<file path="src/rtl/muldiv_pkg.sv">
// rtl/muldiv_pkg.sv - shared funct/control encodings, state enum and default latencies
package muldiv_pkg;

    localparam logic [5:0] FUNCT_MFHI = 6'b010000;
    localparam logic [5:0] FUNCT_MFLO = 6'b010010;
    localparam logic [5:0] FUNCT_MULT = 6'b011000;
    localparam logic [5:0] FUNCT_DIV  = 6'b011010;

    localparam logic [3:0] MD_IDLE  = 4'b0000;
    localparam logic [3:0] MD_MULT  = 4'b1100;
    localparam logic [3:0] MD_DIV   = 4'b1101;
    localparam logic [3:0] MD_RD_HI = 4'b1000;
    localparam logic [3:0] MD_RD_LO = 4'b1001;

    localparam int MUL_LAT_DEF = 2;
    localparam int DIV_LAT_DEF = 33;

    typedef enum logic [1:0] {
        ST_IDLE = 2'd0,
        ST_MUL  = 2'd1,
        ST_DIV  = 2'd2,
        ST_MF   = 2'd3
    } state_t;

endpackage

</file>
<file path="src/rtl/muldiv_seq.sv">
// rtl/muldiv_seq.sv - in-order issue sequencer for the iterative multiply/divide unit
module muldiv_seq
    import muldiv_pkg::*;
#(
    parameter int MUL_LAT = MUL_LAT_DEF,
    parameter int DIV_LAT = DIV_LAT_DEF
) (
    input  logic        clk_i,
    input  logic        rst_ni,
    input  logic        req_valid_i,
    output logic        req_ready_o,
    input  logic [5:0]  req_funct_i,
    input  logic [31:0] req_rs_i,
    input  logic [31:0] req_rt_i,
    output logic        resp_valid_o,
    output logic [31:0] resp_data_o,
    output logic [3:0]  md_ctl_o,
    output logic [31:0] md_op1_o,
    output logic [31:0] md_op2_o,
    input  logic [31:0] md_res_i,
    input  logic        md_stall_i
);

    localparam int LAT_MAX = (MUL_LAT > DIV_LAT) ? MUL_LAT : DIV_LAT;
    localparam int CNT_W   = $clog2(LAT_MAX + 1);
    localparam logic [CNT_W-1:0] MUL_CNT = CNT_W'(MUL_LAT - 1);
    localparam logic [CNT_W-1:0] DIV_CNT = CNT_W'(DIV_LAT - 1);
    localparam logic [CNT_W-1:0] CNT_ONE = CNT_W'(1);
    // A latency of one needs no busy state: HI/LO is readable the very next cycle.
    localparam logic MUL_WAIT = (MUL_LAT > 1);
    localparam logic DIV_WAIT = (DIV_LAT > 1);

    state_t           state, state_nxt;
    logic [CNT_W-1:0] cnt, cnt_nxt;
    logic             mf_hi, mf_hi_nxt;

    always_ff @(posedge clk_i or negedge rst_ni) begin
        if (!rst_ni) begin
            state        <= ST_IDLE;
            cnt          <= '0;
            mf_hi        <= 1'b0;
            resp_valid_o <= 1'b0;
            resp_data_o  <= '0;
        end else begin
            state        <= state_nxt;
            cnt          <= cnt_nxt;
            mf_hi        <= mf_hi_nxt;
            resp_valid_o <= (state == ST_MF);
            if (state == ST_MF) begin
                resp_data_o <= md_res_i;
            end
        end
    end

    always_comb begin
        state_nxt   = state;
        cnt_nxt     = cnt;
        mf_hi_nxt   = mf_hi;
        req_ready_o = 1'b0;
        md_ctl_o    = MD_IDLE;
        md_op1_o    = '0;
        md_op2_o    = '0;
        case (state)
            ST_IDLE: begin
                req_ready_o = 1'b1;
                if (req_valid_i) begin
                    case (req_funct_i)
                        FUNCT_MULT: begin
                            md_ctl_o = MD_MULT;
                            md_op1_o = req_rs_i;
                            md_op2_o = req_rt_i;
                            if (MUL_WAIT) begin
                                state_nxt = ST_MUL;
                                cnt_nxt   = MUL_CNT;
                            end
                        end
                        FUNCT_DIV: begin
                            md_ctl_o = MD_DIV;
                            md_op1_o = req_rs_i;
                            md_op2_o = req_rt_i;
                            if (DIV_WAIT) begin
                                state_nxt = ST_DIV;
                                cnt_nxt   = DIV_CNT;
                            end
                        end
                        FUNCT_MFHI: begin
                            state_nxt = ST_MF;
                            mf_hi_nxt = 1'b1;
                        end
                        FUNCT_MFLO: begin
                            state_nxt = ST_MF;
                            mf_hi_nxt = 1'b0;
                        end
                        default: ;
                    endcase
                end
            end
            ST_MUL: begin
                if (cnt != '0) begin
                    cnt_nxt = cnt - CNT_ONE;
                end
                if (cnt <= CNT_ONE) begin
                    state_nxt = ST_IDLE;
                end
            end
            ST_DIV: begin
                // Counter parks at zero while the unit still reports a stall.
                if (cnt != '0) begin
                    cnt_nxt = cnt - CNT_ONE;
                end
                if (cnt <= CNT_ONE && !md_stall_i) begin
                    state_nxt = ST_IDLE;
                end
            end
            ST_MF: begin
                md_ctl_o  = mf_hi ? MD_RD_HI : MD_RD_LO;
                state_nxt = ST_IDLE;
            end
            default: state_nxt = ST_IDLE;
        endcase
    end

endmodule

</file>
<file path="config.mk">
export PLATFORM = sky130hd
export DESIGN_NAME = muldiv_seq
export DESIGN_NICKNAME = d
export VERILOG_FILES = /design/src/rtl/muldiv_pkg.sv /design/src/rtl/muldiv_seq.sv
export SDC_FILE = /design/constraint.sdc
export NUM_CORES = 1
export LEC_CHECK = 0
export BUFFER_PORTS_ARGS = -buffer_cell sky130_fd_sc_hd__buf_2
export CAP_MARGIN = 20
export CORE_MARGIN = 2
export CORE_UTILIZATION = 35
export DETAILED_ROUTE_END_ITERATION = 10
export PLACE_DENSITY_LB_ADDON = 0.25
export SETUP_SLACK_MARGIN = 0.4
export SYNTH_ARGS = -nofsm -noshare
export SYNTH_HDL_FRONTEND = slang
export SYNTH_SLANG_ARGS = --single-unit
</file>
<file path="constraint.sdc">
create_clock -name clk_i -period 1.8 [get_ports clk_i]
set_input_delay 0.18 -clock clk_i [delete_from_list [all_inputs] [get_ports clk_i]]
set_output_delay 0.18 -clock clk_i [all_outputs]
set_load 0.01 [all_outputs]
</file>
==> impl_summary.md <==
CTS
The post-CTS clock slew at the launch and capture registers of the worst setup and hold paths is 0.09 ns. Clock latency on the worst-skew pair, taken at its later pin, is 0.29 ns. The number of buffers inserted during clock tree synthesis is 5. The number of buffers between clock root and the deepest sink is 2. The clock sink total is 42. The count of H-tree levels built during CTS is 2. Clock tree synthesis selected as its root buffer the cell sky130_fd_sc_hd__clkbuf_8. The CTS tree is built.

Synthesis
The post-synthesis instance total is 223. Summed over its instances, the top area cell type makes up 43.6% of the synthesized netlist area. The number of distinct library cells after synthesis is 35. The count of yosys warnings during synthesis is 0.

The cell area after synthesis is 2410 um2. The per-instance average area after synthesis is 10.8 um2. The net count of the mapped netlist is 336. Yosys mapped a number of flops with a built-in enable equal to 0.

Of all flip-flops after synthesis, the portion carrying an async set or reset was 100%. The register bit count reported by yosys is 42. The biggest area consumer among synthesized cells is sky130_fd_sc_hd__dfrtp_1. The sequential fraction of the synthesis area is 43.6%. By area the synthesized netlist is led by sky130_fd_sc_hd__dfrtp_1, sky130_fd_sc_hd__and2_1, sky130_fd_sc_hd__mux2_2. The predominant post-synthesis flop cell is sky130_fd_sc_hd__dfrtp_1.

Floorplanning
The effective utilization at floorplan is 35.9%. The vertical extent of the die is 87.0 um. For this design the top-level I/O count stands at 208. The placement row count is 30. The horizontal die dimension is 87.0 um. The region available for standard cell placement spans 6720 um2. The die covers 7570 um2.

Pwr
For this design the ratio of total power to cell area is 1100 nW/um2. Summed over all cells, the static leakage comes to 2.52 nW. Total power for the finished layout comes to 5.54 mW. IR analysis of the VDD net gives a maximum drop of 900 uV.

STA
The period utilization is 107%. The setup clock skew after layout is 0.00953 ns. The worst-margin pin slew is 0.524 ns. The max-slew violation count is 0.

The number of hold violations in the final report came to 0. Setup repair after global routing could not meet its margin everywhere. The timing-limited maximum frequency is 0.521 GHz. The smallest clock period supported by the final layout is computed as 1.92 ns. The relative max-transition margin is 65.1%. Setup violations remaining at the end of the flow were counted as 70. The sum of negative setup slack is -6.22 ns. The final setup slack of the worst path is -0.120 ns.

Worst setup path
Walking the worst path, the cells encountered are inv_2, ha_4, nand2_4, nor3_4, buf_12, clkbuf_16, and2_4, buf_6. The largest fanout of any net on the critical path is 11. The slowest stage of the critical path belongs to the cell sky130_fd_sc_hd__dfrtp_1. The endpoint arrival time on the critical path is 1.74 ns. The path type of the worst setup path is reg2out. The capturing element type of the critical path is a primary output. The worst path required time is 1.62 ns. The largest stage delay on the critical path is 0.40 ns. The type of element launching the critical path is a register.

Cells and area
The fraction of the core area covered by cells at the end of the flow is 74.8%. The number of inserted filler cells in the final layout is 448. After routing the design area is 5020 um2.

Relative to the synthesized area, the layout overhead comes to 108%. The top cell types in the final layout, fill and taps aside, are sky130_fd_sc_hd__buf_2, sky130_fd_sc_hd__buf_6, sky130_fd_sc_hd__and2_4. The sequential standard cell area is 1050 um2. In the final layout, the share of cells above drive strength 1 is 84.2%. The finished layout holds 555 standard cells, fillers aside. The antenna diode count is 0.

The multi-input combinational cells in the finished layout cover a total of 1680 um2. The final net count is 587. The leading cell type in the layout, fill and taps excluded is sky130_fd_sc_hd__buf_2.

Place
After detailed placement, the total cell area comes to 3810 um2. Routability-driven placement finished with a final weighted congestion of 0.775. After legalization and detailed placement, the total HPWL measured 5850 um. The cell total after placement is 508.

The number of input and output port buffers inserted is 206.

Worst hold path
The worst hold path belongs to the class in2reg.

GRT
The first global-routing pass estimated 13000 um of wire. The number of antenna violations at the first check in global routing is 0. Global routing finished with a remaining overflow of 0.

In the global route stage, overall resource usage came out at 21.8%. The pin count of the biggest net entering global routing is 43. The via count of the first global-routing pass is 2748.

Route
The average via count per standard cell is 4.85. The routed wire length per instance is 16.9 um. The count of vias placed by the detailed router is 2689.

Before antenna repair, the detailed router went through 4 iterations. In this run, the number of DRC markers left after iteration 0 of detailed routing was 87. The detailed-route wire length is 9400 um.

In this run the remaining antenna-violating nets after routing total 0. The number of remaining DRC errors is 0.

Status
The final reports fail on negative setup slack. The flow ran to the end, but the final reports show violations.

Job
The number of max-capacitance violations reported is 0.
## state kept, by name (all words and copies together), names as in the netlist
register      flops
resp_valid_o      1
cnt               6
state             2
resp_data_o      32
mf_hi             1
## worst max-delay path, delay by kind of cell (launching register included)
kind	cells	cell delay, ns
flops	1	0.40
buf+inv	4	0.54
simple gates	3	0.38
fa+ha+maj	1	0.14
## power by group
part / leakage [nW] / switching [mW] / total (mW) / internal [mW]
clock network: 0.0483 / 0.331 / 0.604 / 0.273
registers: 0.498 / 0.267 / 1.67 / 1.40
logic: 1.98 / 1.42 / 3.27 / 1.85
## final timing paths
check	start	end	slack, ns	cells past startpoint
worst min-delay path	md_res_i[2]	resp_data_o[2]	0.11	2
worst max register to register	state[1]	cnt[4]	-0.03	9
max in group asynchronous	rst_ni	cnt[2]	0.90	3
worst max-delay path	state[0]	md_op1_o[15]	-0.12	8
worst min register to register	resp_data_o[23]	resp_data_o[23]	0.51	1
min in group asynchronous	rst_ni	resp_data_o[1]	0.49	3
## Yosys cell counts (4+ instances only)
cell,instances
sky130_fd_sc_hd__dfrtp_1,42
sky130_fd_sc_hd__or4_1,4
sky130_fd_sc_hd__a21oi_1,4
sky130_fd_sc_hd__clkbuf_1,6
sky130_fd_sc_hd__ha_1,7
sky130_fd_sc_hd__nand2_1,4
sky130_fd_sc_hd__mux2_2,32
sky130_fd_sc_hd__inv_1,10
sky130_fd_sc_hd__and2_1,64
sky130_fd_sc_hd__o31ai_1,5
sky130_fd_sc_hd__buf_6,5
sky130_fd_sc_hd__nor2_1,6
## cells by family after synthesis
| group | synth area share [%] |
|---|---|
| AO/OA/AOI/OAI | 7.73 |
| adder cells (fa/ha/maj) | 3.63 |
| AND/OR/NAND/NOR | 23.3 |
| multiplexers | 15.8 |
| buffers and inverters | 5.81 |
| other | 0.155 |
| flip-flops | 43.6 |
## metal layers
| layer | up-vias | routed length, um | GRT usage [%] | part of all wire [%] |
|---|---|---|---|---|
| li1 | 1272 | - | - | - |
| met1 | 1292 | 3460 | 25.3 | 37 |
| met2 | 109 | 5280 | 41.0 | 56 |
| met3 | 16 | 550 | 5.21 | 5.9 |
| met4 | 0 | 108 | 3.84 | 1.1 |
| met5 | - | 0 | 0 | 0 |
## through the flow
stage / setup slack (ns) / hold slack (ns)
after floorplan: 0.147 / -0.116
after global placement: 0.0473 / 0.282
after detailed placement: -0.00399 / 0.286
after CTS: -0.108 / 0.107
after global routing: -0.216 / 0.0978
final: -0.120 / 0.113
## cell type report
cell class,instances,share of cell area (%)
flip-flops and latches,42,20.9
well taps,80,1.99
multi-input cells,157,33.5
repair buffers,258,41.0
clock buffers,5,1.37
clock inverters,3,0.374
inverters,10,0.797
## timing repair
action,4_1_cts,5_1_grt
endpoints found under the hold margin,42,0
resized for setup,98,40
hold buffers,1,0
gates cloned,3,4
setup endpoints to repair,77,100
pin swaps,21,14
buffers inserted,21,10
Note: power is estimated with default switching activity, not from simulation.
